<file path="config.mk">
export PLATFORM = sky130hd
export DESIGN_NAME = wide_add_seq_flat
export DESIGN_NICKNAME = d
export VERILOG_FILES = /design/src/rtl/wide_add_seq_if.sv /design/src/rtl/wide_add_seq.sv /design/src/flat_wrapper.sv
export SDC_FILE = /design/constraint.sdc
export NUM_CORES = 1
export LEC_CHECK = 0
export BUFFER_PORTS_ARGS = -buffer_cell sky130_fd_sc_hd__buf_2
export CAP_MARGIN = 20
export CORE_ASPECT_RATIO = 0.5
export CORE_UTILIZATION = 30
export CTS_CLUSTER_DIAMETER = 200
export DETAILED_ROUTE_END_ITERATION = 10
export SLEW_MARGIN = 20
export SYNTH_ARGS = -nofsm -noshare
export SYNTH_HDL_FRONTEND = slang
export SYNTH_SLANG_ARGS = --single-unit
export TNS_END_PERCENT = 100
</file>
<file path="constraint.sdc">
create_clock -name clk -period 8.37 [get_ports clk]
set_clock_uncertainty 0.15 [all_clocks]
set_input_delay 1.674 -clock clk [delete_from_list [all_inputs] [get_ports clk]]
set_output_delay 1.674 -clock clk [all_outputs]
set_load 0.03 [all_outputs]
</file>
<file path="src/rtl/wide_add_seq_if.sv">
// Operand/result bundle for wide_add_seq: start/sub/operands in, status and result out.
interface wide_add_seq_if #(
  parameter int WORDS = 4
);
  localparam int W = 16 * WORDS;

  logic         start;
  logic         sub;
  logic [W-1:0] a;
  logic [W-1:0] b;
  logic         busy;
  logic         done;
  logic [W-1:0] sum;
  logic         c_out;
  logic         overflow;

  modport master (output start, sub, a, b,
                  input  busy, done, sum, c_out, overflow);
  modport slave  (input  start, sub, a, b,
                  output busy, done, sum, c_out, overflow);
endinterface

</file>
<file path="src/rtl/wide_add_seq.sv">
// Multi-precision add/sub: one 16-bit ripple adder reused per word, LS word first,
// carry threaded through a register between words.
module rca16 (
  input  logic [15:0] a,
  input  logic [15:0] b,
  input  logic        ci,
  output logic [15:0] s,
  output logic        co
);
  logic [16:0] c;
  assign c[0] = ci;
  for (genvar i = 0; i < 16; i++) begin : g_fa
    assign s[i]   = a[i] ^ b[i] ^ c[i];
    assign c[i+1] = (a[i] & b[i]) | (c[i] & (a[i] ^ b[i]));
  end
  assign co = c[16];
endmodule

module wide_add_seq #(
  parameter int WORDS = 4
) (
  input logic          clk,
  input logic          rst,
  wide_add_seq_if.slave bus
);
  localparam int IW = $clog2(WORDS);

  localparam logic [1:0] S_IDLE = 2'd0;
  localparam logic [1:0] S_RUN  = 2'd1;
  localparam logic [1:0] S_DONE = 2'd2;

  logic [1:0]             state;
  logic [IW-1:0]          idx;
  logic                   cy;
  logic [WORDS-1:0][15:0] a_reg, b_reg, sum_r;
  logic                   c_out_r, ov_r;

  logic [15:0] a_w, b_w, s_w;
  logic        co_w, last;

  // b_reg already holds ~b for subtract, so a_w/b_w feed the adder directly
  assign a_w  = a_reg[idx];
  assign b_w  = b_reg[idx];
  assign last = (idx == IW'(WORDS - 1));

  rca16 u_add (.a(a_w), .b(b_w), .ci(cy), .s(s_w), .co(co_w));

  always_ff @(posedge clk) begin
    if (rst) begin
      state   <= S_IDLE;
      idx     <= '0;
      cy      <= 1'b0;
      a_reg   <= '0;
      b_reg   <= '0;
      sum_r   <= '0;
      c_out_r <= 1'b0;
      ov_r    <= 1'b0;
    end else begin
      case (state)
        S_IDLE: if (bus.start) begin
          a_reg <= bus.a;
          b_reg <= bus.sub ? ~bus.b : bus.b;
          cy    <= bus.sub;
          idx   <= '0;
          sum_r <= '0;
          state <= S_RUN;
        end
        S_RUN: begin
          sum_r[idx] <= s_w;
          cy         <= co_w;
          idx        <= idx + 1'b1;
          if (last) begin
            c_out_r <= co_w;
            ov_r    <= (a_w[15] ^ s_w[15]) & (b_w[15] ^ s_w[15]);
            state   <= S_DONE;
          end
        end
        S_DONE:  state <= S_IDLE;
        default: state <= S_IDLE;
      endcase
    end
  end

  assign bus.busy     = (state != S_IDLE);
  assign bus.done     = (state == S_DONE);
  assign bus.sum      = sum_r;
  assign bus.c_out    = c_out_r;
  assign bus.overflow = ov_r;
endmodule

</file>
<file path="src/flat_wrapper.sv">
// flat-port wrapper written by rule: the top's interface ports become plain ports
module wide_add_seq_flat 
#(
  parameter int WORDS = 4
)
  (clk, rst, bus_start, bus_sub, bus_a, bus_b, bus_busy, bus_done, bus_sum, bus_c_out, bus_overflow);
  wide_add_seq_if #(.WORDS(WORDS)) bus_i ();
  input logic clk;
  input logic rst;
  input wire logic [$bits(bus_i.start)-1:0] bus_start;
  input wire logic [$bits(bus_i.sub)-1:0] bus_sub;
  input wire logic [$bits(bus_i.a)-1:0] bus_a;
  input wire logic [$bits(bus_i.b)-1:0] bus_b;
  output wire logic [$bits(bus_i.busy)-1:0] bus_busy;
  output wire logic [$bits(bus_i.done)-1:0] bus_done;
  output wire logic [$bits(bus_i.sum)-1:0] bus_sum;
  output wire logic [$bits(bus_i.c_out)-1:0] bus_c_out;
  output wire logic [$bits(bus_i.overflow)-1:0] bus_overflow;
  assign bus_i.start = bus_start;
  assign bus_i.sub = bus_sub;
  assign bus_i.a = bus_a;
  assign bus_i.b = bus_b;
  assign bus_busy = bus_i.busy;
  assign bus_done = bus_i.done;
  assign bus_sum = bus_i.sum;
  assign bus_c_out = bus_i.c_out;
  assign bus_overflow = bus_i.overflow;
  wide_add_seq #(.WORDS(WORDS)) u_core (.clk(clk), .rst(rst), .bus(bus_i));
endmodule
</file>
==> run_results.csv, run 1 <==
group,metric,value,unit
power_and_ir_drop,leakage,4.04,nW
cts,hold_buffers,0,
placement,dp_hpwl,18.7,mm
synth,yosys_warnings,0,
worst_setup_path,cp.arrival,8.19,ns
synth,ys_seq_area_share,45.3,%
synth,syn_inst,951,
cts,cts_tree,"built",
cts,h-tree-depth,4,
placement,placed_cells,1461,
cells_and_area,fin_cells,1493,
placement,numPortBuffers,199,
floorplan,dieArea,30000,µm²
timing,rsz0062_at_grt,"no",
routing,post_drt_wl_per_cell,16.9,µm
floorplan,io_pins,200,
timing,holdWs,0.304,ns
timing,fmax,0.125,GHz
run_status,status,"finished clean",
timing,hold_viol_final,0,
routing,final_antenna_net_count,0,
floorplan,rows,43,
worst_setup_path,crit_family,"adder cells",
floorplan,coreArea,28200,µm²
worst_setup_path,critPathBufInv,4,
placement,preCtsSetupSlack,0.451,ns
routing,routed_wl,25.2,mm
worst_setup_path,cp.required,8.57,ns
cts,cts_root_buf,"clkbuf_16",
timing,worst_slack,0.380,ns
cts,cts.reportedPaths.clkPinSlew,0.07,ns
floorplan,start_util,31.1,%
global_routing,grt_max_degree,120,
cells_and_area,finalNetCount,1250,
worst_setup_path,startpoint_type,"flip-flop",
global_routing,antenna_found_initial,0,
cells_and_area,fillCellCount,2845,
global_routing,grt_overflow,0,
worst_setup_path,cpPeakStageDelay,0.49,ns
cts,cts_made_buffers,17,
timing,setup_viol,0,
timing,period_needed,7.99,ns
synth,ys_types,30,
cells_and_area,multi_input_area,4330,µm²
synth,synth_top_area_share,45.3,%
worst_setup_path,worstPathMaxFanout,6,
cells_and_area,n_antenna_cell,0,
synth,synthesis.nets,1103,
worst_setup_path,cp-end-kind,"flip-flop",
worst_setup_path,criticalPathCategory,"flip-flop to flip-flop",
worst_setup_path,crit_path_frequent_cell,"fa_1",
routing,first_iter_violations,401,
global_routing,grt_pass1_wl,39.0,mm
routing,via_per_inst,4.73,
placement,gp_congestion,0.805,
timing,finalSetupTns,0,ns
worst_setup_path,critical_path.cell_chain,"mux4_2 -> inv_1 -> fa_1 -> fa_1 -> fa_1 -> fa_1 -> fa_1 -> fa_1 -> fa_1 -> fa_1 -> fa_1 -> fa_1 -> fa_1 -> fa_1 -> fa_1 -> inv_1 -> fa_1 -> inv_1 -> fa_1 -> inv_1 -> fa_1 -> nand3b_1 -> a311oi_2",
cells_and_area,seq_area,3990,µm²
power_and_ir_drop,power_density,214,nW/µm²
timing,min_period_over_period,95.5,%
cts,post_cts_buffers,0,
cts,clockBufferDepth,2,
routing,vias,7066,
flow_run,maxCapViolations,0,
power_and_ir_drop,peakVddDrop,115,µV
synth,synth_area_leaders,"dfxtp_1, mux4_2, a21oi_1, xnor2_1, nand2_1",
worst_setup_path,slowest_stage,"fa_1",
routing,drc,0,
cts,numClockSinks,199,
synth,ys_ff_latch,199,
global_routing,track_usage,17.0,%
floorplan,die_h,123,µm
cells_and_area,layout_common_cells,"buf_2, dfxtp_1, nand2_1",
timing,drv_slew,0,
cts,cts_resized,0,
worst_hold_path,holdCritPathClass,"flip-flop to flip-flop",
floorplan,chipWidth,244,µm
cells_and_area,drive_gt1_share,25.0,%
cts,clkLatencyLatePin,0.44,ns
synth,synth_area,8780,µm²
cells_and_area,syn_to_final_growth,21.0,%
timing,maxSlewHeadroom,32.0,%
timing,tightest_slew,1.02,ns
synth,syn_avg_cell_area,9.24,µm²
synth,synth.largest_area_cell,"dfxtp_1",
routing,first_pass_iters,5,
global_routing,first_global_vias,7069,
power_and_ir_drop,power,0.00227,W
[through the flow]
stage	util, %	area [µm²]
final	37.6	10600
after global placement	35.4	10000
after floorplan	-	8780
after CTS	37.6	10600
after detailed placement	35.4	10000
after global routing	37.6	10600
[worst min-delay path: stages, from the launching register on]
cell and delay (ns):
dfxtp_1 0.31, nand2_1 0.05, a21oi_1 0.05
[routing by layer]
layer,global-route usage [%],routed length [µm],up-vias
met4,3.95,235,0
li1,-,-,3524
met3,3.13,954,13
met5,0,0,-
met2,29.4,12300,123
met1,22.2,11600,3406
[kinds of logic after synthesis]
family          after synthesis  synth area share, %
mux                          32                 8.20
compound gates              199                 13.9
xor+xnor                     64                 6.38
simple gates                321                 16.6
flops                       199                 45.3
buf+inv                     116                 5.41
fa+ha+maj                    20                 4.22
[synthesized netlist by cell type (all sizes together)]
library cell and count:
ha 4, or2 1, o21a 1, nand3b 5, clkbuf 51, nor3b 1
nor2 66, o2bb2ai 12, inv 35, nand2 139, fa 16, nor3 1
or3b 2, a21oi 119, xnor2 64, a22oi 1, a22o 1, nand2b 46
a311oi 1, dfxtp 199, a211oi 64, and3b 4, nand3 54, nor2b 2
mux4 32, buf 30
[path summary, 6_finish.rpt]
kind	slack [ns]	depth (start not counted)	end	from
worst min-delay path	0.30	2	u_core.a_reg[35]	u_core.a_reg[35]
worst max-delay path	0.38	23	u_core.bus.overflow	u_core.idx[0]
worst max register to register	0.38	23	u_core.bus.overflow	u_core.idx[0]
worst min register to register	0.30	2	u_core.a_reg[35]	u_core.a_reg[35]
[layout make-up]
| type | count | share of cell area, % |
|---|---|---|
| clock buffers | 18 | 4.04 |
| clock inverters | 14 | 1.77 |
| inverters | 35 | 1.24 |
| multi-input cells | 636 | 40.8 |
| flip-flops and latches | 199 | 37.5 |
| well taps | 382 | 4.50 |
| repair buffers | 209 | 10.2 |
[power breakdown]
part           leakage (nW)  total (W)  switching, W  internal, W
logic                  2.11   0.000374      0.000219     0.000155
clock network         0.292   0.000865      0.000386     0.000479
registers              1.63    0.00103     0.0000304      0.00100
total                  4.04    0.00227      0.000635      0.00164
(Power assumes the default switching activity.)
==> inputs of run 2 (changes only) <==
--- a/config.mk
+++ b/config.mk
@@ -6,11 +6,12 @@
 export NUM_CORES = 1
 export LEC_CHECK = 0
 export BUFFER_PORTS_ARGS = -buffer_cell sky130_fd_sc_hd__buf_2
-export CAP_MARGIN = 20
+export CAP_MARGIN = 15
 export CORE_ASPECT_RATIO = 0.5
 export CORE_UTILIZATION = 30
 export CTS_CLUSTER_DIAMETER = 200
 export DETAILED_ROUTE_END_ITERATION = 10
+export PLACE_DENSITY = 0.51
 export SLEW_MARGIN = 20
 export SYNTH_ARGS = -nofsm -noshare
 export SYNTH_HDL_FRONTEND = slang
==> run 2 against run 1 <==
  * Cell count down 0.20%
  * Sequential cell count is the same
  * Fmax rose by 0.44%
  * Via count barely moved
  * Largest power group unchanged
  * Total power shrank 3.5%
  * Hold slack better by 0.0011 ns
  * Critical path type unchanged
  * Global-route usage rose by 0.52 points
  * Die area unchanged
==> run_results.csv, run 2 (synthesized netlist as in run 1, its figures left out) <==
group,metric,value,unit
placement,dp_hpwl,18.8,mm
placement,numPortBuffers,199,
cts,cts_made_buffers,17,
worst_setup_path,slowest_stage,"fa_1",
routing,first_iter_violations,427,
cells_and_area,finalNetCount,1250,
worst_setup_path,crit_path_frequent_cell,"fa_1",
cts,cts_tree,"built",
cells_and_area,seq_area,3990,µm²
cts,h-tree-depth,4,
worst_hold_path,hp-start,"u_core.a_reg[25]",
placement,placed_cells,1461,
global_routing,antenna_found_initial,0,
floorplan,rows,43,
cts,post_cts_buffers,0,
timing,fmax,0.126,GHz
worst_setup_path,worstReg2RegEnd,"u_core.bus.overflow",
flow_run,maxCapViolations,0,
floorplan,chipWidth,244,µm
cells_and_area,fin_cells,1490,
cts,cts.reportedPaths.clkPinSlew,0.07,ns
routing,vias,7071,
placement,postPlaceCellArea,10000,µm²
cts,cts_resized,0,
cells_and_area,layout_common_cells,"buf_2, dfxtp_1, nand2_1",
global_routing,first_global_vias,6906,
cts,hold_buffers,0,
cts,clkLatencyLatePin,0.44,ns
global_routing,grt_pass1_wl,39.9,mm
timing,maxSlewHeadroom,35.3,%
worst_setup_path,cp.required,8.57,ns
timing,setup_viol,0,
routing,wl_met1,12.8,mm
power_and_ir_drop,peakVddDrop,104,µV
global_routing,grt_overflow,0,
timing,hold_viol_final,0,
worst_hold_path,holdCritPathClass,"flip-flop to flip-flop",
routing,first_pass_iters,4,
global_routing,track_usage,17.5,%
floorplan,die_h,123,µm
global_routing,grt_max_degree,120,
power_and_ir_drop,power_density,208,nW/µm²
routing,routed_wl,25.8,mm
worst_setup_path,rrSetupSlack,0.42,ns
worst_setup_path,critPathBufInv,4,
timing,period_needed,7.95,ns
worst_setup_path,critical_path.cell_chain,"mux4_2 -> inv_1 -> fa_1 -> fa_1 -> fa_1 -> fa_1 -> fa_1 -> fa_1 -> fa_1 -> fa_1 -> fa_1 -> fa_1 -> fa_1 -> fa_1 -> fa_1 -> inv_1 -> fa_1 -> inv_1 -> fa_1 -> inv_1 -> fa_1 -> nand3b_1 -> a311oi_2",
routing,via_per_inst,4.75,
worst_setup_path,cpPeakStageDelay,0.49,ns
timing,finalSetupTns,0,ns
floorplan,dieArea,30000,µm²
timing,drv_slew,0,
worst_setup_path,cp-end-kind,"flip-flop",
timing,min_period_over_period,95.0,%
routing,drc,0,
routing,post_drt_wl_per_cell,17.3,µm
timing,tightest_slew,0.970,ns
worst_setup_path,cp.arrival,8.16,ns
cts,clockBufferDepth,2,
routing,dr_wl_met2,11.8,mm
worst_setup_path,criticalPathCategory,"flip-flop to flip-flop",
worst_setup_path,startpoint_type,"flip-flop",
floorplan,coreArea,28200,µm²
cells_and_area,fillCellCount,2917,
routing,routed.top_layer,"met4",
cells_and_area,n_antenna_cell,0,
floorplan,io_pins,200,
worst_hold_path,hold_path_depth,2,
worst_setup_path,r2r_start,"u_core.idx[0]",
routing,final_antenna_net_count,0,
cells_and_area,drive_gt1_share,24.6,%
worst_hold_path,min_to,"u_core.a_reg[25]",
routing,wl_met3,971,µm
cts,numClockSinks,199,
cells_and_area,syn_to_final_growth,20.1,%
worst_setup_path,crit_family,"adder cells",
placement,gp_congestion,0.783,
power_and_ir_drop,leakage,3.99,nW
worst_setup_path,reg2regPathDepth,23,
run_status,status,"finished clean",
floorplan,start_util,31.1,%
worst_setup_path,worstPathMaxFanout,6,
timing,rsz0062_at_grt,"no",
cells_and_area,final_area,10600,µm²
cells_and_area,multi_input_area,4330,µm²
cts,cts_root_buf,"clkbuf_16",
run 2: routing by layer:
metal | global-route usage, % | vias up
met5 | 0 | -
met4 | 3.91 | 0
met3 | 3.47 | 14
met2 | 27.8 | 98
met1 | 24.6 | 3445
li1 | - | 3514
run 2: final cells by class:
class	instances	area share (%)
inverters	35	1.25
flip-flops and latches	199	37.8
well taps	382	4.53
clock buffers	22	4.40
clock inverters	7	0.700
multi-input cells	636	41.1
repair buffers	209	10.3
run 2: how the worst max path moves through the flow:
stage,startpoint,endpoint,slack [ns],cells past startpoint
2_1_floorplan,u_core.idx[1],u_core.bus.overflow,0.28,25
3_3_place_gp,u_core.idx[0],u_core.bus.overflow,0.49,23
3_5_place_dp,u_core.idx[0],u_core.bus.overflow,0.42,23
4_1_cts,u_core.idx[0],u_core.bus.overflow,0.40,23
5_1_grt,u_core.idx[0],u_core.bus.overflow,0.07,23
6_report,u_core.idx[0],u_core.bus.overflow,0.42,23
run 2: worst reg2reg max path, stage by stage, from the launching register on:
cell and delay, ns:
dfxtp_2 0.35, mux4_2 0.33, inv_1 0.05, fa_1 0.44
fa_1 0.40, fa_1 0.43, fa_1 0.40, fa_1 0.40
fa_1 0.39, fa_1 0.39, fa_1 0.39, fa_1 0.39
fa_1 0.39, fa_1 0.39, fa_1 0.43, fa_1 0.40
inv_1 0.08, fa_1 0.17, inv_1 0.05, fa_1 0.41
inv_1 0.08, fa_1 0.49, nand3b_1 0.21, a311oi_2 0.25
run 2: per-stage QoR:
| stage | util [%] | hold slack, ns | setup slack (ns) | total power (W) |
|---|---|---|---|---|
| final | 37.4 | 0.305 | 0.415 | 0.00219 |
| after global routing | 37.4 | 0.325 | 0.0653 | 0.00229 |
| after CTS | 37.4 | 0.307 | 0.400 | 0.00222 |
| after detailed placement | 35.5 | 0.297 | 0.422 | 0.00143 |
| after global placement | 35.4 | 0.291 | 0.489 | 0.00143 |
| after floorplan | - | 0.283 | 0.277 | 0.00130 |
run 2: report_power, final:
group	switching, W	total (W)	internal (W)
combinational	0.000216	0.000371	0.000155
sequential	0.0000322	0.00103	0.00100
clock	0.000364	0.000786	0.000422
total	0.000612	0.00219	0.00158
